===== src/rtl/serial_adder_pkg.sv =====
// Shared types and defaults for the bit-serial adder.
package serial_adder_pkg;

  localparam int unsigned DEFAULT_WIDTH = 8;

  typedef enum logic [1:0] {
    IDLE  = 2'd0,
    SHIFT = 2'd1,
    DONE  = 2'd2
  } state_e;

endpackage


===== src/rtl/Half_Adder_Gate.sv =====
// Team half-adder cell: sum = a ^ b, carry = a & b.
module Half_Adder_Gate (
  input  logic a,
  input  logic b,
  output logic sum,
  output logic carry
);

  assign sum   = a ^ b;
  assign carry = a & b;

endmodule


===== src/rtl/serial_fa_cell.sv =====
// Combinational full adder made from two Half_Adder_Gate cells and an OR.
module serial_fa_cell (
  input  logic a,
  input  logic b,
  input  logic ci,
  output logic s,
  output logic co
);

  logic s0, c0, c1;

  Half_Adder_Gate u_ha0 (
    .a    (a),
    .b    (b),
    .sum  (s0),
    .carry(c0)
  );

  Half_Adder_Gate u_ha1 (
    .a    (s0),
    .b    (ci),
    .sum  (s),
    .carry(c1)
  );

  assign co = c0 | c1;

endmodule


===== src/rtl/serial_adder.sv =====
// Bit-serial WIDTH-bit adder, LSB first, with start/done handshake.
// Define SERIAL_ADDER_SUB_EN to add a `sub` input for a - b.
module serial_adder
  import serial_adder_pkg::*;
#(
  parameter int unsigned WIDTH = DEFAULT_WIDTH
) (
  input  logic             clk,
  input  logic             rst,
  input  logic             start,
  input  logic [WIDTH-1:0] a,
  input  logic [WIDTH-1:0] b,
`ifdef SERIAL_ADDER_SUB_EN
  input  logic             sub,
`endif
  output logic             busy,
  output logic             done,
  output logic [WIDTH-1:0] sum,
  output logic             cout
);

  localparam int unsigned CNT_W = $clog2(WIDTH + 1);
  localparam logic [CNT_W-1:0] LAST = CNT_W'(WIDTH - 1);

  state_e           state_q, state_d;
  logic             load, shift, finish;
  logic [WIDTH-1:0] a_q, b_q, sum_q;
  logic [WIDTH-2:0] acc_q;
  logic [WIDTH-1:0] acc_next;
  logic [CNT_W-1:0] cnt_q;
  logic             carry_q, cout_q, busy_q, done_q;
  logic             fa_s, fa_co;
  logic [WIDTH-1:0] b_load;
  logic             carry_init;

`ifdef SERIAL_ADDER_SUB_EN
  // Two's-complement subtract: invert b and inject the +1 through the carry.
  assign b_load     = sub ? ~b : b;
  assign carry_init = sub;
`else
  assign b_load     = b;
  assign carry_init = 1'b0;
`endif

  serial_fa_cell u_fa (
    .a (a_q[0]),
    .b (b_q[0]),
    .ci(carry_q),
    .s (fa_s),
    .co(fa_co)
  );

  // Incoming sum bit enters at the MSB; after WIDTH shifts it lands at bit 0.
  assign acc_next = {fa_s, acc_q};

  always_comb begin
    state_d = state_q;
    load    = 1'b0;
    shift   = 1'b0;
    finish  = 1'b0;
    case (state_q)
      IDLE: begin
        if (start) begin
          load    = 1'b1;
          state_d = SHIFT;
        end
      end
      SHIFT: begin
        shift = 1'b1;
        if (cnt_q == LAST) begin
          finish  = 1'b1;
          state_d = DONE;
        end
      end
      DONE: begin
        if (start) begin
          load    = 1'b1;
          state_d = SHIFT;
        end else begin
          state_d = IDLE;
        end
      end
      default: state_d = IDLE;
    endcase
  end

  always_ff @(posedge clk or posedge rst) begin
    if (rst) begin
      state_q <= IDLE;
      a_q     <= '0;
      b_q     <= '0;
      acc_q   <= '0;
      carry_q <= 1'b0;
      cnt_q   <= '0;
      sum_q   <= '0;
      cout_q  <= 1'b0;
      busy_q  <= 1'b0;
      done_q  <= 1'b0;
    end else begin
      state_q <= state_d;
      busy_q  <= (state_d == SHIFT);
      done_q  <= (state_d == DONE);
      if (load) begin
        a_q     <= a;
        b_q     <= b_load;
        carry_q <= carry_init;
        cnt_q   <= '0;
      end else if (shift) begin
        a_q     <= a_q >> 1;
        b_q     <= b_q >> 1;
        acc_q   <= acc_next[WIDTH-1:1];
        carry_q <= fa_co;
        cnt_q   <= cnt_q + CNT_W'(1);
      end
      if (finish) begin
        sum_q  <= acc_next;
        cout_q <= fa_co;
      end
    end
  end

  assign busy = busy_q;
  assign done = done_q;
  assign sum  = sum_q;
  assign cout = cout_q;

endmodule


===== config.mk =====
export PLATFORM = sky130hd
export DESIGN_NAME = serial_adder
export DESIGN_NICKNAME = d
export VERILOG_FILES = /design/src/rtl/serial_adder_pkg.sv /design/src/rtl/Half_Adder_Gate.sv /design/src/rtl/serial_fa_cell.sv /design/src/rtl/serial_adder.sv
export SDC_FILE = /design/constraint.sdc
export NUM_CORES = 1
export LEC_CHECK = 0
export CAP_MARGIN = 25
export CELL_PAD_IN_SITES_DETAIL_PLACEMENT = 1
export CELL_PAD_IN_SITES_GLOBAL_PLACEMENT = 1
export CORE_MARGIN = 2
export CORE_UTILIZATION = 30
export DETAILED_ROUTE_END_ITERATION = 7
export DONT_BUFFER_PORTS = 1
export PLACE_DENSITY_LB_ADDON = 0.1
export SYNTH_ARGS = -nofsm -noshare
export SYNTH_HDL_FRONTEND = slang
export SYNTH_HIERARCHICAL = 1
export SYNTH_SLANG_ARGS = --single-unit

===== constraint.sdc =====
create_clock -name clk -period 1.7 [get_ports clk]
set_input_delay 0.085 -clock clk [delete_from_list [all_inputs] [get_ports clk]]
set_output_delay 0.085 -clock clk [all_outputs]
set_load 0.01 [all_outputs]

* Yosys cells after proc, flatten, opt, wreduce, memory -nomap -nowiden
Index checks and enable logic that the tools add are counted.
** Storage, ports and cells
- Memories kept :: 0
- Bits of input ports :: 19
- Word-level logic and storage cells :: 43
- Bits in latches :: 0
- Bits in writable memories :: 0
- Bits in read-only memories :: 0
- Flip-flop bits (word level) :: 41
- Output and inout bits :: 11
** Operators by class
- Muxes and demuxes :: 17
- Divide/modulo/power cells :: 0
- Shift operators :: 0
- $mul :: 0
- $lt $le $gt $ge :: 0
- Add/sub/neg operators :: 1
- Bitwise gates (word level) :: 6
- Reduce and logical (&&, ||, !) cells :: 4
- Equality and inequality tests :: 5
** Operator list (count)
- 8-bit two-way mux :: 4
- 1-bit two-way mux :: 8
- 4-bit two-way mux :: 2
- 2-bit case mux with 3 select lines :: 1
- 4-bit by 1-bit adder with 4-bit output, second input constant :: 1
- 2-bit by 1-bit equality test with 1-bit output, second input constant :: 2
- 2-bit equality test, second input constant :: 2
- 4-bit by 3-bit equality test with 1-bit output, second input constant :: 1
- 2-bit two-way mux :: 2
- 1-bit AND :: 2
- 2-bit zero test :: 1
- 2-bit AND reduction :: 1
- 2-bit nonzero test :: 1
- 2-bit OR reduction :: 1
- 1-bit XOR :: 2
- 1-bit NOT :: 1
- 1-bit OR :: 1

* Logic depth before layout (Yosys ltp)
- Depth after elaboration :: 5
- Depth in mapped cells :: 6
- Gate-level depth less buffers :: 4

* Hierarchy
Netlist, hierarchy kept.
** By module, submodules not included
- serial_adder :: instances 1, cells each 125, area an instance 1682.9 um^2, seq. area each 1026.0 um^2
- Half_Adder_Gate :: instances 2, cells each 1, area an instance 12.5 um^2, seq. area each 0.0 um^2
- serial_fa_cell :: instances 1, cells each 1, area an instance 6.3 um^2, seq. area each 0.0 um^2

* Worst setup path after synthesis
Ideal clock, no wire load.
- Path type :: reg-to-reg
- Start point :: reg a_q[0]
- End point :: reg cout_q, in the netlist cout
- Path slack :: 0.277 ns
- Stages on the path, launching flop included :: 5
- Arrival :: 1.299 ns
- Setup time :: 0.125 ns
- Data required time :: 1.575 ns
- Buffers on the path :: 0
- Clock period less this slack :: 1.423 ns
- Cells stage by stage :: dfrtp_1 > ha_1 > ha_1 > or2_1 > mux2_2
** On the way
- Word-level cells in the longest chain between the ends :: 3
- Elaborated cells between the ends (all ways) :: 4
- Classes of those cells :: bitwise (4)
** RTL lines
- start, declared :: RTL line serial_adder.sv:27 : logic [WIDTH-1:0] a_q, b_q, sum_q;
- start signal, assigned :: RTL line serial_adder.sv:109 : a_q <= a_q >> 1;
- 1-bit XOR :: RTL line Half_Adder_Gate.sv:9 : assign sum = a ^ b;
- net u_fa.s0 :: RTL line serial_fa_cell.sv:10 : logic s0, c0, c1;
- 1-bit AND :: RTL line Half_Adder_Gate.sv:10 : assign carry = a & b;
- net u_fa.c1 :: RTL line serial_fa_cell.sv:10
- 1-bit OR :: RTL line serial_fa_cell.sv:26 : assign co = c0 | c1;
- net fa_co :: RTL line serial_adder.sv:32 : logic fa_s, fa_co;
- end signal, assigned :: RTL line serial_adder.sv:117 : cout_q <= fa_co;
- end, declared :: RTL line serial_adder.sv:31 : logic carry_q, cout_q, busy_q, done_q;
The timed path passes the listed nets, and every way through them passes these cells.
A chain may end at the register's enable or synchronous reset.

* Worst setup path in the final report
- Start point :: reg cnt_q[0]
- End point :: reg sum_q[1], in the netlist sum[1]
** On the way
- Word-level cells in the longest chain between the ends :: 3
** RTL lines
- start, declared :: RTL line serial_adder.sv:30 : logic [CNT_W-1:0] cnt_q;
- start signal, assigned :: RTL line serial_adder.sv:113 : cnt_q <= cnt_q + CNT_W'(1);
- 4-bit by 3-bit equality test with 1-bit output :: RTL line serial_adder.sv:70 : if (cnt_q == LAST) begin
- 1-bit two-way mux :: RTL line serial_adder.sv:70
- 1-bit two-way mux :: RTL line serial_adder.sv:61 : case (state_q)
- end signal, assigned :: RTL line serial_adder.sv:116 : sum_q <= acc_next;
- end, declared :: RTL line serial_adder.sv:27
Every way passes these cells.

==> run summary <==
Vias per inst -> 4.621
Leak -> 0.9815 nW
CTS tree -> done
Antenna Nets Post-Route -> 0
Reg2reg setup slack -> 120 ps
Total clock sinks -> 41
Die width -> 79.59 um
Final Setup Violations -> 0
RSZ-0062 raised after global routing -> no
Largest net degree at the start of global routing -> 42
Max-slew headroom -> 50.52%
Cells after Synth -> 128
Outcome -> completed
Number of hold buffers added after cts -> 13
I/O pins -> 30
Core Rows -> 27
Vias -> 1012
Cts repair resizes -> 0
Crit path max fanout -> 10
Root buf cell -> clkbuf_8
Layout Skew -> 9.513 ps
DRC violations left -> 0
YS warnings -> 6
Worst Reg-to-Reg Cells -> 5
Area delta synth->final -> 20.07%
Worst Setup EP -> sum[1]$_DFFE_PP0P_
Fmax -> 632.2 MHz
Die Y -> 79.59 um
Post-CTS setup buffers -> 0
Core outline area -> 5507 um^2
Grt met2 use -> 18.82%
GRT Residual Overflow -> 0
Num CTS Buffers -> 5
Max-cap violation count -> 0
Synth unique cells -> 22
Period minus WS final -> 1582 ps
Placement Cell Area -> 1784 um^2
# nets final -> 168
Synth Net Count -> 150
Final Max Slew Viols -> 0
Final Hold Fails -> 0
Overall global routing resource usage -> 12.44%
Share of Yosys cell area claimed by the top area cell type -> 59.85%
Worst setup SP type -> flop
Period utilization -> 93.04%
Finished Cell Area -> 2058 um^2
Share of layout cells above drive strength 1 -> 22.45%
Global route hottest layer -> met2
VDD IR max -> 493.2 uV
Starting Density -> 31.13%
Met1 usage -> 17.20%
Clk buf depth -> 2
Worst-Margin Slew -> 739.5 ps
Detailed-router iteration count before antenna repair -> 4
Worst hold path type -> in2reg
Clk pin slew, worst setup/hold paths -> 80 ps
Initial DRC count -> 29
Met3 Track Usage GR -> 3.394%
Synth area leaders -> dfrtp_1 60%, mux2_2 12%, mux2i_1 5.3%
Syn_area_per_cell -> 13.39 um^2
DP Wirelength -> 2284 um
Yosys reg bits -> 41
Clk_lat worst skew -> 290 ps
First-pass GRT wire length -> 5892 um
Critical path class -> reg2reg
Sum of negative setup slack -> 0 ps
Routability cong. -> 0.6406
PortBufs -> 0
Critical path endpoint category -> flop
Reg2reg start -> cnt_q[0]$_DFFE_PP0P_
Initial antenna violation count -> 0
Crit path required time -> 1880 ps
WL final -> 3400 um
Worst r2r dst -> sum[1]$_DFFE_PP0P_
Die area -> 6335 um^2
Ant. Diodes -> 0
Sequential share of the synthesized area -> 59.85%
Synthesized area -> 1714 um^2
Vias in the first global route -> 1109
Largest area contributor in the synthesized netlist -> dfrtp_1
PwrDens -> 1918 nW/um^2
Detailed-route wire length per cell -> 15.53 um
CTS HTree Levels -> 2
CP startpoint -> cnt_q[0]$_DFFE_PP0P_
Arrival time at the worst endpoint -> 1760 ps
==> sequential cells by signal (all words and copies together) (netlist names) <==
| name | cells |
|---|---|
| a_q | 8 |
| b_q | 8 |
| sum | 8 |
| acc_q | 7 |
| cnt_q | 4 |
| state_q | 2 |
| busy | 1 |
| carry_q | 1 |
| cout | 1 |
| done | 1 |
==> metal layers <==
metal / up-vias / wire length [um]
li1: 483 / -
met1: 505 / 1625
met2: 19 / 1610
met3: 5 / 117
met4: 0 / 46
met5: - / 0
==> Yosys cell counts <==
master / instances
nand2b_1: 1
nor2b_1: 1
a21o_1: 7
dfrtp_1: 41
mux2_2: 18
buf_2: 3
nor3b_1: 1
nand4_1: 1
and2b_4: 1
nor2_1: 1
mux2i_1: 9
nor3b_2: 1
inv_1: 1
a21oi_1: 1
buf_4: 2
ha_1: 3
clkbuf_2: 1
or2_1: 1
a22o_1: 10
o21ai_0: 8
nand2_1: 14
buf_6: 2
==> worst min-delay path by stage <==
stage	from	to	slack [ps]	cells past startpoint
after CTS	b[0]	b_q[0]$_DFFE_PP0P_	4	2
after global placement	rst	sum[2]$_DFFE_PP0P_	140	2
final	b[6]	b_q[6]$_DFFE_PP0P_	10	2
after global routing	b[6]	b_q[6]$_DFFE_PP0P_	7	2
after detailed placement	rst	sum[2]$_DFFE_PP0P_	150	2
after floorplan	a[5]	a_q[5]$_DFFE_PP0P_	200	2
==> critical path, cell delays in order (launching register included) <==
cell and delay, ps:
dfrtp_1 390, ha_1 210, nand2_1 110, nor3b_2 180
buf_4 220, mux2_2 350
==> cell usage in the layout, fill, tap and decap left out <==
cell,n
dlygate4sd3_1,14
a21o_1,7
nand4_1,1
inv_1,1
a22o_1,10
nor3b_2,1
mux2_2,18
or2_1,1
ha_1,3
and2b_4,1
a21oi_1,1
buf_4,5
clkbuf_8,5
o21ai_0,8
mux2i_1,9
nor3b_1,1
nand2_1,14
nor2b_1,1
nor2_1,1
clkinv_2,1
bufinv_16,2
dfrtp_1,41
nand2b_1,1
==> per-stage QoR <==
stage	hold WS, ps	setup slack (ps)	utilization (%)	power [mW]	cells
finish	11.81	118.3	37.38	3.948	219
floorplan	201.8	276.8	-	2.766	128
global placement	140.2	141.1	32.40	2.990	197
global route	6.858	18.08	37.38	4.253	219
detailed placement	152.9	105.0	32.40	3.058	197
CTS	3.924	83.35	37.20	4.023	218
==> layout make-up <==
| type | count | area, um^2 |
|---|---|---|
| Clock buffer | 5 | 68.82 |
| Clock inverter | 3 | 65.06 |
| Fill cell | 580 | 3448 |
| Inverter | 1 | 3.754 |
| Multi-Input combinational cell | 78 | 626.9 |
| Sequential cell | 41 | 1026 |
| Tap cell | 72 | 90.09 |
| Timing Repair Buffer | 19 | 177.7 |
==> power by group <==
group / internal (mW) / switching (mW) / leakage, nW
Combinational: 0.696 / 0.560 / 0.402
Sequential: 1.42 / 0.339 / 0.511
Clock: 0.584 / 0.347 / 0.0681
==> logic make-up (layout without fill, tap and decap cells) <==
| family | Yosys count | count (layout) | synth area share (%) |
|---|---|---|---|
| muxes | 27 | 27 | 17.08 |
| buffers and inverters | 9 | 28 | 3.576 |
| adders and majority gates | 3 | 3 | 2.190 |
| DFF | 41 | 41 | 59.85 |
| and+or+nand+nor | 22 | 22 | 6.497 |
| AOI/OAI and AO/OA | 26 | 26 | 10.80 |
Note: power is estimated with default switching activity, not from simulation.
